`src/rtl/serial_add_pkg.sv`:
```
// Shared types and helpers for the bit-serial add sequencer.
package serial_add_pkg;

    typedef enum logic [1:0] {
        IDLE = 2'b00,
        RUN  = 2'b01,
        DONE = 2'b10
    } state_t;

    // Bit-counter width; never narrower than one bit so WIDTH=1 still has a counter.
    function automatic int unsigned CNT_W(input int unsigned width);
        int unsigned w;
        w = (width <= 32'd1) ? 32'd1 : 32'($clog2(width));
        return w;
    endfunction

endpackage

```
`src/rtl/half_adder.sv`:
```
// Half_Adder cell shared with the parallel adder library.
module Half_Adder (
    input  logic a,
    input  logic b,
    output logic s,
    output logic c
);

    assign s = a ^ b;
    assign c = a & b;

endmodule

```
`src/rtl/serial_add_ctrl_bit_full_adder.sv`:
```
// One-bit full adder built from two Half_Adder cells and an OR of their carries.
module bit_full_adder (
    input  logic x,
    input  logic y,
    input  logic ci,
    output logic s,
    output logic co
);

    logic s1;
    logic c1;
    logic c2;

    Half_Adder u_ha1 (
        .a (x),
        .b (y),
        .s (s1),
        .c (c1)
    );

    Half_Adder u_ha2 (
        .a (s1),
        .b (ci),
        .s (s),
        .c (c2)
    );

    assign co = c1 | c2;

endmodule

```
`src/rtl/serial_add_ctrl.sv`:
```
// Bit-serial add sequencer: accepts a/b/cin, adds one bit per cycle on a single
// full-adder cell, and returns sum/cout over a valid/ready handshake.
module serial_add_ctrl
    import serial_add_pkg::*;
#(
    parameter int unsigned WIDTH = 8
) (
    input  logic             clk,
    input  logic             rst,
    input  logic             in_valid,
    output logic             in_ready,
    input  logic [WIDTH-1:0] a,
    input  logic [WIDTH-1:0] b,
    input  logic             cin,
    output logic             out_valid,
    input  logic             out_ready,
    output logic [WIDTH-1:0] sum,
    output logic             cout,
    output logic             busy
);

    localparam int unsigned     CW   = CNT_W(WIDTH);
    localparam logic [CW-1:0]   LAST = CW'(WIDTH - 1);

    state_t           state;
    state_t           state_next;
    logic [WIDTH-1:0] sh_a;
    logic [WIDTH-1:0] sh_b;
    logic [WIDTH-1:0] sh_s;
    logic [WIDTH-1:0] sh_s_next;
    logic             carry;
    logic [CW-1:0]    cnt;
    logic             bit_s;
    logic             bit_co;
    logic             accept;
    logic             last_bit;

    bit_full_adder u_fa (
        .x  (sh_a[0]),
        .y  (sh_b[0]),
        .ci (carry),
        .s  (bit_s),
        .co (bit_co)
    );

    assign accept    = in_valid && (state == IDLE);
    assign last_bit  = (cnt == LAST);
    // New sum bit enters at the MSB so the LSB lands at bit 0 after WIDTH shifts.
    assign sh_s_next = (sh_s >> 1) | (WIDTH'(bit_s) << (WIDTH - 1));

    assign in_ready  = (state == IDLE);
    assign out_valid = (state == DONE);
    assign busy      = (state != IDLE);

    // State register.
    always_ff @(posedge clk) begin
        if (rst) begin
            state <= IDLE;
        end else begin
            state <= state_next;
        end
    end

    // Next-state logic.
    always_comb begin
        state_next = state;
        unique case (state)
            IDLE:    if (accept)    state_next = RUN;
            RUN:     if (last_bit)  state_next = DONE;
            DONE:    if (out_ready) state_next = IDLE;
            default:                state_next = IDLE;
        endcase
    end

    // Operand/sum shift registers, carry, bit counter and result registers.
    always_ff @(posedge clk) begin
        if (rst) begin
            sh_a  <= '0;
            sh_b  <= '0;
            sh_s  <= '0;
            carry <= 1'b0;
            cnt   <= '0;
            sum   <= '0;
            cout  <= 1'b0;
        end else begin
            unique case (state)
                IDLE: begin
                    if (accept) begin
                        sh_a  <= a;
                        sh_b  <= b;
                        sh_s  <= '0;
                        carry <= cin;
                        cnt   <= '0;
                    end
                end
                RUN: begin
                    sh_a  <= sh_a >> 1;
                    sh_b  <= sh_b >> 1;
                    sh_s  <= sh_s_next;
                    carry <= bit_co;
                    cnt   <= cnt + CW'(1);
                    if (last_bit) begin
                        sum  <= sh_s_next;
                        cout <= bit_co;
                    end
                end
                default: begin
                end
            endcase
        end
    end

endmodule

```
`config.mk`:
```
export PLATFORM = sky130hd
export DESIGN_NAME = serial_add_ctrl
export DESIGN_NICKNAME = d
export VERILOG_FILES = /design/src/rtl/serial_add_pkg.sv /design/src/rtl/half_adder.sv /design/src/rtl/serial_add_ctrl_bit_full_adder.sv /design/src/rtl/serial_add_ctrl.sv
export SDC_FILE = /design/constraint.sdc
export NUM_CORES = 1
export LEC_CHECK = 0
export ABC_AREA = 1
export ABC_CLOCK_PERIOD_IN_PS = 1400
export BUFFER_PORTS_ARGS = -buffer_cell sky130_fd_sc_hd__buf_2
export CAP_MARGIN = 0
export CORE_ASPECT_RATIO = 0.7
export CORE_MARGIN = 2
export CORE_UTILIZATION = 54
export CTS_CLUSTER_DIAMETER = 80
export CTS_CLUSTER_SIZE = 8
export DETAILED_ROUTE_END_ITERATION = 8
export GPL_TIMING_DRIVEN = 0
export PLACE_DENSITY = 0.75
export SYNTH_ARGS = -nofsm -noshare
export SYNTH_HDL_FRONTEND = slang
export SYNTH_SLANG_ARGS = --single-unit
```
`constraint.sdc`:
```
create_clock -name clk -period 1.4 [get_ports clk]
set_input_delay 0.21 -clock clk [delete_from_list [all_inputs] [get_ports clk]]
set_output_delay 0.21 -clock clk [all_outputs]
set_load 0.01 [all_outputs]
```
Yosys cells after proc, flatten, opt, wreduce, memory -nomap -nowiden

Index checks and enable logic that the tools add are counted.

Bits in registers: 39
Input bits: 21
Output and inout port bits: 12
Word-level logic and storage cells: 42

Add/sub/neg operators: 1
Eq/ne operators: 6
Multiplexer cells: 14
Bitwise operators: 6
Reduce and logical (&&, ||, !) cells: 7

Operator list:

| cell                                                   | number |
|---|---|
| one-hot mux 8 bit (2 select lines)                     | 3 |
| two-way mux 8 bit                                      | 3 |
| bitwise OR 7 x 8 -> 8 bit                              | 1 |
| two-way mux 2 bit                                      | 3 |
| one-hot mux 2 bit (3 select lines)                     | 1 |
| one-hot mux 3 bit (2 select lines)                     | 1 |
| inequality test 2 x 1 -> 1 bit (second input constant) | 2 |
| AND reduction 2 bit                                    | 2 |
| nonzero test 2 bit                                     | 2 |
| adder 3 x 1 -> 3 bit (second input constant)           | 1 |
| == test 3 bit (second input constant)                  | 1 |
| two-way mux 3 bit                                      | 1 |
| AND reduction 3 bit                                    | 1 |
| bitwise AND 1 bit                                      | 2 |
| == test 2 x 1 -> 1 bit (second input constant)         | 1 |
| == test 2 bit (second input constant)                  | 1 |
| logical NOT 2 bit                                      | 1 |
| inequality test 2 bit (second input constant)          | 1 |
| one-hot mux 1 bit (2 select lines)                     | 1 |
| XOR 1 bit                                              | 2 |
| logical AND 1 bit                                      | 1 |
| two-way mux 1 bit                                      | 1 |
| bitwise OR 1 bit                                       | 1 |

Logic depth before layout (Yosys ltp)

Gate-level depths: netlist (run 1).

Depth after elaboration: 4
Gate-level depth with buffers: 7
Gate-level depth less buffers: 7

Cells and area by module

A second synthesis (run 1) with hierarchy kept.

Cells, all modules: 286
Area, all modules: 1,820.5 um2

By module, submodules not included:

| module          | instances | cells each | area each (um2) | seq. area each (um2) |
|---|---|---|---|---|
| serial_add_ctrl | 1         | 281        | 1,784.2         | 760.7 |
| Half_Adder      | 2         | 1          | 12.5            | 0.0 |
| bit_full_adder  | 1         | 3          | 11.3            | 0.0 |

Least setup slack after synthesis (run 1)

OpenSTA, ideal clock, no wires.

Path kind: reg2reg
Start point: register cnt[0]
End point: register sum[1]
Library setup time: 0.117 ns
Arrival: 1.090 ns
Data required time: 1.283 ns
Setup slack: 0.193 ns
Cell stages (with the launch flop): 8
Path buffers: 0
Period minus slack after synthesis: 1.207 ns
Cell sequence: dfxtp_1 -> ha_1 -> ha_1 -> inv_1 -> nor2_1 -> nand2_1 -> nand2_1 -> nor2_1

Cells in the longest elaborated chain, start to end: 2

Ends and longest elaborated chain:

| what                                 | RTL line               | text |
|---|---|---|
| from (decl)                          | serial_add_ctrl.sv:32  | `logic [CW-1:0] cnt;` |
| from (signal assigned)               | serial_add_ctrl.sv:101 | `cnt <= cnt + CW'(1);` |
| == test 3 bit                        | serial_add_ctrl.sv:47  | `assign last_bit = (cnt == LAST);` |
| AND reduction 2 bit (no source line) | -                      |  |
| to (signal assigned)                 | serial_add_ctrl.sv:103 | `sum <= sh_s_next;` |
| to (decl)                            | serial_add_ctrl.sv:17  | `output logic [WIDTH-1:0] sum,` |

No other way between the ends.
A chain may end at the register's enable or synchronous reset.

Worst setup path after layout (run 1)

Start point: register state[0]
End point: output port busy

Cells in the longest elaborated chain, start to end: 1

Ends and longest elaborated chain:

| what                   | RTL line              | text |
|---|---|---|
| from (decl)            | serial_add_ctrl.sv:25 | `state_t state;` |
| from (signal assigned) | serial_add_ctrl.sv:60 | `state <= state_next;` |
| nonzero test 2 bit     | serial_add_ctrl.sv:53 | `assign busy = (state != IDLE);` |
| to (decl)              | serial_add_ctrl.sv:19 | `output logic busy` |

No other way between the ends.

==> impl_results.md, run 1 <==
- Layout Nets: between 300 and 400
- Worst path required time: roughly 1.2 ns
- WS Path Type: reg2out
- Critical R2R Launch: cnt[0]
- RSZ-0062 raised after global routing: false
- Netlist cell types: 16
- Overall Power: around 2.3 mW
- Layout cell share with drive strength beyond 1: 0.161
- Largest net degree at the start of global routing: 12
- Hold Path Class: in2reg
- Max Used Layer: met4
- Sink Count: 38
- Met2 WL: between 1500 and 2000 microns
- Flops & latches, synth: 38
- H-tree levels: 2
- Number of antenna violations at the first check in global routing: 0
- DR WL/cell: about 9.5 microns
- Die area: roughly 3800 sq um
- Arrival time at the worst endpoint: ~1.1 ns
- Met3 wire len: ~120 microns
- Slew Limit Fails: 0
- Top Family by Delay on Critical Path: buffers and inverters
- Initial core utilization: 0.569
- Hold Violations, Final: 0
- Clock transition at path regs: around 0.07 ns
- Die Span X: 73.1 microns
- First-pass GRT wire length: roughly 5900 microns
- Max Freq: 0.762 GHz
- Routed vias/inst: between 4 and 5
- Standard-cell row count: 17
- Hold depth: 4
- Post-synth top area share: 0.422
- Worst slew pin tran: 0.441 ns
- Fin crit share: 0.938
- Skew-Pair Late Insertion Delay: just under 0.3 ns
- Syn Inst Count: 282
- Critical path depth: 4
- Met1 WL: roughly 1800 microns
- Worst-path cell with the longest stage delay: dfxtp_1
- Critical path, cell by cell: buf_6, nor2_2, inv_1, buf_2
- Synthesized area: 1800 sq um
- Final ANT Viol Nets: 0
- FILL cells: around 300
- Worst Setup End Kind: output pin
- GPL Wtd Cong: about 0.8
- CP Buf/Inv Count: 3
- Post-route DRC: 0
- Post-Syn Nets: between 300 and 400
- VDD IR max: ~880 uV
- CP Launch Type: register
- Routed WL: around 3400 microns
- CTS Buf Count: 5
- Clock Tree Buf Depth: 2
- Vias in the first global route: ~1400
- Slew margin rel.: 0.706
- DRT iter0 DRCs: 67
- Ys Warns: 0
- CTS tree: yes
- Post-synthesis sequential area ratio: 0.422
- Clock skew: about 0.0069 ns
- Postcts setup bufs: 0
- I/O pin cnt: 33
- GRT Total Usage: 0.208
- Max-Cap Viols: 0
- Leakage: 1.10 nW
- Worst R2R End: sum[7]
- Hold Path End: state[1]
- Setup violators final: 0
- Grt total ovfl: 0
- I/O Buffers: 32
- Status: completed
- Crit Path Max Fanout: 10
- First-pass DRT Iterations: 4
- Die height: roughly 52 microns
- Syn avg cell area: approximately 6.4 sq um
- Max incr delay on CP: approximately 0.32 ns
- Cell taking the most area after synthesis: dfxtp_1
- Dpl hpwl: ~2500 microns
- HP Start: out_ready
- Core Area: 3170 sq um
- Root Buffer: clkbuf_8
- P per Cell Area: between 1000 and 1500 nW/um^2
- Area grow syn2layout: 17.3%
- Diodes inserted: 0
- Reg2Reg Setup Slack: between 0.15 and 0.2 ns
- Layout Utilization: 0.668
- Min Tclk post-route: roughly 1.3 ns
- Vias: 1617
- R2r worst-path depth: 7
- Synth top area cells: dfxtp_1 42%, nand2_1 22%, inv_1 11%
## state kept, by name, indices dropped and copies added (netlist names)
signal  count
cnt         3
sum         8
sh_s        7
cout        1
carry       1
sh_a        8
state       2
sh_b        8
## power by group
group | internal [mW] | switching (mW) | total (mW)
Clock | 0.397 | 0.385 | 0.783
Sequential | 1.13 | 0.0224 | 1.16
Combinational | 0.126 | 0.187 | 0.312
Total | 1.66 | 0.594 | 2.25
## worst max path at each step
stage	startpoint	slack [ns]	endpoint
finish	state[0]	0.09	busy
global route	cnt[0]	0.03	sum[3]
CTS	state[0]	0.007	busy
global placement	cnt[0]	-0.003	sum[3]
detailed placement	cnt[0]	-0.04	sum[5]
floorplan	cnt[0]	0.19	sum[1]
## worst register-to-register path, stage by stage, from the launching register on
cell and delay [ns]:
dfxtp_1 0.32, ha_1 0.20, ha_1 0.18, nand2_1 0.10
buf_4 0.18, nand2_1 0.06, nand2_1 0.05, nor2_1 0.04
## cells in the final DEF, fill, tap and decap left out
master	instances
dfxtp_1	38
nor2_4	1
fa_1	1
nand2_1	107
clkinv_2	1
nand3_1	2
o21ai_4	1
clkbuf_8	6
o21ai_0	2
a21oi_1	27
nor2_1	31
ha_1	2
clkbuf_1	4
nor2_2	1
buf_2	35
clkinv_1	1
nand2_4	1
buf_6	3
inv_1	55
buf_4	3
## layer usage
layer / up-vias / global-route usage
met5: - / 0
met4: 0 / 0.0556
met1: 694 / 0.269
met2: 22 / 0.329
li1: 899 / -
met3: 2 / 0.0750
## area by class of cell
type	instances	area, sq um	share of cell area
multi-input cells	176	763	0.361
flip-flops and latches	38	761	0.360
inverters	56	210	0.0993
repair buffers	32	160	0.0757
clock buffers	7	86.3	0.0408
plain buffers	12	82.6	0.0390
well taps	38	47.5	0.0225
clock inverters	1	5.00	0.00237
## timing repair
item                       CTS  global route
hold buffers                 0             0
gates resized for setup      1             4
setup endpoints to repair    7            11
## Yosys cell counts
master    instances
nand2_1         107
inv_1            55
dfxtp_1          38
nor2_1           33
a21oi_1          27
buf_2             4
buf_6             3
clkbuf_1          3
buf_4             2
ha_1              2
nand3_1           2
o21ai_0           2
clkinv_1          1
fa_1              1
nand2_4           1
o21ai_4           1
## cells by family (layout without fill, tap and decap cells)
logic type | Yosys count | after routing | synth area share
and+or+nand+nor | 143 | 143 | 0.303
buffers and inverters | 68 | 108 | 0.161
DFF | 38 | 38 | 0.422
AOI/OAI and AO/OA | 30 | 30 | 0.0895
adders and majority gates | 3 | 3 | 0.0250
## stage by stage
stage | hold slack, ns | setup WS, ns | setup TNS [ns] | area (sq um) | instances
floorplan | 0.376 | 0.193 | 0 | 1800 | 282
global placement | 0.451 | -0.00320 | -0.00320 | 2010 | 352
detailed placement | 0.452 | -0.0375 | -0.165 | 2010 | 352
CTS | 0.167 | 0.00710 | 0 | 2110 | 360
global route | 0.191 | 0.0276 | 0 | 2120 | 360
finish | 0.176 | 0.0875 | 0 | 2120 | 360
Note: power is estimated with default switching activity, not from simulation.
==> run 2, diff against run 1 <==
--- a/config.mk
+++ b/config.mk
@@ -6,7 +6,7 @@
 export NUM_CORES = 1
 export LEC_CHECK = 0
 export ABC_AREA = 1
-export ABC_CLOCK_PERIOD_IN_PS = 1400
+export ABC_CLOCK_PERIOD_IN_PS = 1220
 export BUFFER_PORTS_ARGS = -buffer_cell sky130_fd_sc_hd__buf_2
 export CAP_MARGIN = 0
 export CORE_ASPECT_RATIO = 0.7
==> constraint.sdc (replaced) <==
create_clock -name clk -period 1.22 [get_ports clk]
set_input_delay 0.183 -clock clk [delete_from_list [all_inputs] [get_ports clk]]
set_output_delay 0.183 -clock clk [all_outputs]
set_load 0.01 [all_outputs]
==> run 2 against run 1 <==
Compared with the run above: the flow now finishes with violations (setup timing); final area increased by 6.7%; register-to-register slack got worse by 0.15 ns; routed wire length is 13% higher; cell count is 1.9% higher; critical endpoint unchanged.
==> impl_results.md, run 2 (synthesized netlist as in run 1, its figures left out) <==
- RSZ-0062 raised after global routing: true
- Skew-Pair Late Insertion Delay: 0.30 ns
- Worst path required time: approximately 1.0 ns
- Critical path, cell by cell: buf_6, nor2_4, inv_1, buf_2
- Crit Path Max Fanout: 6
- CTS tree: yes
- Worst Setup End Kind: output pin
- DR WL/cell: between 10 and 15 microns
- Failing checks: setup timing
- Grt total ovfl: 0
- Core Area: ~3200 sq um
- Reg2Reg Setup Slack: about 0.010 ns
- Internal power: between 1.5 and 2 mW
- Sink Count: 38
- Most frequent cells in the layout: 100 x nand2_1, 52 x inv_1, 36 x buf_2
- M3 GR Usage: 0.0750
- Setup violators final: 1
- Max incr delay on CP: around 0.33 ns
- Standard-cell row count: 17
- Dpl hpwl: ~2500 microns
- CP Launch Type: register
- Final ANT Viol Nets: 0
- H-tree levels: 2
- WS Path Type: reg2out
- Met2 usage: 0.336
- Vias: between 1500 and 2000
- Worst slew pin tran: between 0.4 and 0.5 ns
- Status: complete, but fails checks
- GR Util met1: 0.272
- Clock transition at path regs: roughly 0.07 ns
- First-pass GRT wire length: between 6000 and 7000 microns
- CTS Buf Count: 5
- Hold Violations, Final: 0
- Largest net degree at the start of global routing: 12
- Die Span X: 73.1 microns
- DRT iter0 DRCs: 107
- Worst R2R End: sh_b[3]
- Root Buffer: clkbuf_8
- Die height: 52.4 microns
- Most common cell after layout, fill and taps aside: nand2_1
- GPL Wtd Cong: slightly above 0.8
- Min Tclk post-route: roughly 1.2 ns
- GRT busiest layer: met2
- Clk pwr share: 0.341
- Number of antenna violations at the first check in global routing: 0
- Overall Power: roughly 2.7 mW
- P per Cell Area: roughly 1200 nW/um^2
- Arrival time at the worst endpoint: approximately 1.1 ns
- Layout Utilization: 0.713
- Vias in the first global route: about 1400
- Die area: about 3800 sq um
- GRT Total Usage: 0.211
- Leading registers by flop count: sh_a: 8 flops, sh_b: 8 flops, sum: 8 flops
- Worst Setup SP: state[0]
- Clock Tree Buf Depth: 2
- Layout cell share with drive strength beyond 1: 0.249
- R2r worst-path depth: 7
- Sum Neg Setup Slack: -0.0185 ns
- Fin crit share: 1.02
- Hold Path Class: in2reg
- Slew margin rel.: 0.693
- Sequential power share: 0.502
- Worst Setup EP: busy
- Area grow syn2layout: 25.2%
- Routed vias/inst: 4.62
- Layout Nets: 352
- Combinational share of power: 0.157
- I/O pin cnt: 33
- Critical R2R Launch: state[0]
- Slew Limit Fails: 0
- Final setup margin: -0.0185 ns
- Routed WL: between 3000 and 4000 microns
- Max-Cap Viols: 0
- Diodes inserted: 0
- Max Freq: 0.807 GHz
- Worst-path cell with the longest stage delay: dfxtp_2
- First-pass DRT Iterations: 4
- VDD IR max: 1000 uV
- I/O Buffers: 32
- Initial core utilization: 0.569
- Clock skew: ~0.0056 ns
- Leakage: roughly 1.1 nW
- Switch share: 0.271
- Post-route DRC: 0
- P_sw: just over 0.7 mW
==> run 2: changes by cell type in the layout (fill, tap and decap cells not counted), moves of 3 or more <==
| cell | delta |
|---|---|
| nand2_1 | -7 |
| dfxtp_2 | +5 |
| buf_6 | +4 |
| nand2_2 | +7 |
| dfxtp_1 | -5 |
| inv_1 | -3 |
| inv_2 | +3 |
==> run 2: per-stage QoR <==
step / area, sq um / hold WS [ns] / std cells / setup slack, ns
after floorplan: 1800 / 0.349 / 282 / 0.0130
after global placement: 2010 / 0.451 / 352 / -0.183
after detailed placement: 2010 / 0.449 / 352 / -0.217
after CTS: 2140 / 0.133 / 361 / -0.00571
after global routing: 2260 / 0.157 / 367 / -0.0563
final: 2260 / 0.132 / 367 / -0.0185
==> run 2: repair_timing <==
action / 4_1_cts / 5_1_grt
pin swaps: 0 / 14
resized for setup: 10 / 30
gates cloned: 0 / 3
setup buffers: 1 / 3
hold buffers: 0 / 0
setup endpoints to repair: 13 / 35
==> run 2: power by group through the flow <==
stage	logic (mW)	registers (mW)	clock network (mW)
4_1_cts	0.366	1.33	0.919
6_report	0.417	1.33	0.907
3_5_place_dp	0.356	1.36	0
2_1_floorplan	0.263	1.35	0
5_1_grt	0.474	1.34	0.958
3_3_place_gp	0.352	1.36	0
==> run 2: worst max-delay path, delay by kind of cell, from the launching register on <==
| family | cells | cell delay [ns] |
|---|---|---|
| AND/OR/NAND/NOR | 1 | 0.11 |
| flip-flops | 1 | 0.33 |
| buffers and inverters | 3 | 0.32 |
==> run 2: cell type report <==
| type | count | area, sq um |
|---|---|---|
| Inverter | 56 | 210 |
| Multi-Input combinational cell | 176 | 826 |
| Sequential cell | 38 | 767 |
| Fill cell | 283 | 911 |
| Timing Repair Buffer | 39 | 215 |
| Tap cell | 38 | 47.5 |
| Clock buffer | 7 | 86.3 |
| Buffer | 12 | 101 |
| Clock inverter | 1 | 5.00 |
==> run 2: worst min-delay path by stage <==
stage                          from  endpoint  slack (ns)  depth (start not counted)
after floorplan            in_valid   sh_a[7]        0.35                          2
after global placement      sh_a[7]   sh_a[7]        0.45                          2
after detailed placement  out_ready  state[1]        0.45                          4
after CTS                 out_ready  state[1]        0.13                          4
after global routing      out_ready  state[1]        0.16                          4
final                     out_ready  state[1]        0.13                          4
==> run 2: layer usage <==
metal	share of wire	wire, microns	vias up
met1	0.50	1950	740
met2	0.43	1670	34
met4	0.0096	37	0
met3	0.055	213	6
li1	-	-	916
met5	0	0	-
==> run 3, diff against run 2 <==
--- a/config.mk
+++ b/config.mk
@@ -11,12 +11,13 @@
 export CAP_MARGIN = 0
 export CORE_ASPECT_RATIO = 0.7
 export CORE_MARGIN = 2
-export CORE_UTILIZATION = 54
+export CORE_UTILIZATION = 57
+export CTS_BUF_LIST = sky130_fd_sc_hd__clkbuf_4
 export CTS_CLUSTER_DIAMETER = 80
 export CTS_CLUSTER_SIZE = 8
 export DETAILED_ROUTE_END_ITERATION = 8
-export GPL_TIMING_DRIVEN = 0
-export PLACE_DENSITY = 0.75
+export GPL_TIMING_DRIVEN = 1
+export PLACE_DENSITY = 0.78
 export SYNTH_ARGS = -nofsm -noshare
 export SYNTH_HDL_FRONTEND = slang
 export SYNTH_SLANG_ARGS = --single-unit
==> run 3 against run 2 <==
Compared with the run above: highest routed layer unchanged; routed wire length up 24%; core utilization up 11 points; critical path type is now reg2reg; non-clock buffer count down 3; total power up 3.5%; via count up 4.1%; global-route usage up 2.2 points; the run still ends with setup timing left; clock power down 4.0%; clock skew up 0.0038 ns.
==> impl_results.md, run 3 (synthesized netlist as in run 1, its figures left out) <==
- Status: complete, but fails checks
- Failing checks: setup timing
- GRT Total Usage: 0.234
- Leakage: between 1 and 1.5 nW
- Placed Area: ~2100 sq um
- Setup violators final: 25
- Crit Path Max Fanout: 6
- Initial core utilization: 0.585
- RSZ-0062 raised after global routing: true
- Arrival time at the worst endpoint: 1.63 ns
- Vias: about 1800
- Fin area: ~2500 sq um
- DR WL/cell: between 10 and 15 microns
- Post-layout instance count excluding filler cells: between 300 and 400
- Routed WL: approximately 4800 microns
- Slew margin rel.: 0.812
- Internal power: ~2 mW
- # hold bufs at CTS: 0
- Area grow syn2layout: 40.4%
- Diodes inserted: 0
- Sum Neg Setup Slack: -0.832 ns
- Layout Nets: 350
- Most frequent cells in the layout: 80 x nand2_1, 52 x inv_1, 33 x dfxtp_1
- Switch share: 0.283
- Vias in the first global route: 1519
- CTS Buf Count: 5
- Layout cell share with drive strength beyond 1: 0.370
- WS Path Type: reg2reg
- DRT iter0 DRCs: about 120
- P_sw: 0.778 mW
- Max incr delay on CP: 0.44 ns
- Die area: 3640 sq um
- Core Area: 3080 sq um
- Clock Tree Buf Depth: 2
- First-pass GRT wire length: about 6500 microns
- H-tree levels: 2
- Dpl hpwl: between 2000 and 2500 microns
- VDD IR max: about 960 uV
- Dpl cells: 350
- Clock skew: between 0.009 and 0.01 ns
- Critical path, cell by cell: buf_12, inv_6, nor2_4, buf_6, nand2_8, nand2_1, nand2_1, nor2_1
- Clk pwr share: 0.317
- Combinational share of power: 0.196
- I/O pin cnt: 33
- Fin crit share: 1.09
- Sink Count: 38
- CP most frequent cell: nand2_1
- Final ANT Viol Nets: 0
- Worst slew pin tran: ~0.28 ns
- Worst path required time: about 1.5 ns
- Slew Limit Fails: 0
- Sequential power share: 0.488
- Leading registers by flop count: sh_a: 8 flops, sh_b: 8 flops, sum: 8 flops
- Die Span X: 71.2 microns
- Hold Path Class: in2reg
- Pre-CTS setup slack: 0.0175 ns
- Most common cell after layout, fill and taps aside: nand2_1
- Max Freq: 0.752 GHz
- Number of antenna violations at the first check in global routing: 0
- Min Tclk post-route: between 1 and 1.5 ns
- Standard-cell row count: 17
- CP Launch Type: register
- Routed vias/inst: 4.84
- Clock transition at path regs: 0.12 ns
- Die height: roughly 50 microns
- First-pass DRT Iterations: 5
- Grt total ovfl: 0
- Post-route DRC: 0
- I/O Buffers: 32
- Hold Violations, Final: 0
- Worst-path cell with the longest stage delay: dfxtp_4
- Final setup margin: -0.109 ns
- P per Cell Area: between 1000 and 1500 nW/um^2
- CTS tree: yes
- Largest net degree at the start of global routing: 22
- Root Buffer: clkbuf_4
- GPL Wtd Cong: 0.809
- Skew-Pair Late Insertion Delay: approximately 0.36 ns
- Max-Cap Viols: 0
- Worst Setup End Kind: register
==> run 3: final timing paths <==
check / from / end / slack [ns] / depth (start not counted)
hold reg to reg: sh_a[7] / sh_a[7] / 0.50 / 2
setup / recovery: state[0] / sum[2] / -0.11 / 8
setup reg to reg: state[0] / sum[2] / -0.11 / 8
hold / removal: out_ready / state[1] / 0.07 / 4
==> run 3: metal layers <==
layer / GRT usage / up-vias / share of wire
met2: 0.367 / 68 / 0.47
li1: - / 913 / -
met5: 0 / - / 0
met4: 0.116 / 0 / 0.021
met3: 0.0690 / 8 / 0.064
met1: 0.294 / 777 / 0.44
==> run 3: layout make-up <==
| type | count | area, sq um |
|---|---|---|
| well taps | 38 | 47.5 |
| clock inverters | 3 | 40.0 |
| flip-flops and latches | 38 | 772 |
| repair buffers | 48 | 403 |
| multi-input cells | 177 | 1020 |
| inverters | 56 | 218 |
| fillers | 181 | 551 |
| clock buffers | 5 | 37.5 |
==> run 3: per-stage QoR <==
stage / hold slack [ns] / util / power, mW
2_1_floorplan: 0.349 / - / 1.61
3_3_place_gp: 0.452 / 0.671 / 1.72
3_5_place_dp: 0.447 / 0.671 / 1.73
4_1_cts: 0.0613 / 0.736 / 2.64
5_1_grt: 0.0565 / 0.822 / 2.86
6_report: 0.0741 / 0.822 / 2.75
==> run 3: power groups by stage <==
stage | Sequential (mW) | Combinational, mW | Clock (mW)
after global routing | 1.35 | 0.590 | 0.927
final | 1.34 | 0.538 | 0.871
after CTS | 1.33 | 0.444 | 0.867
after floorplan | 1.35 | 0.263 | 0
after detailed placement | 1.36 | 0.372 | 0
after global placement | 1.36 | 0.369 | 0
==> run 3: what timing repair did <==
action                     CTS  global route
gates cloned                 1             3
pin swaps                    6            26
setup endpoints to repair    5            41
resized for setup           20            67
setup buffers                4             2
==> run 3: critical path: cells and delay by family, from the launching register on <==
family,cells,cell delay [ns]
simple gates,5,0.51
flops,1,0.44
buf+inv,3,0.32
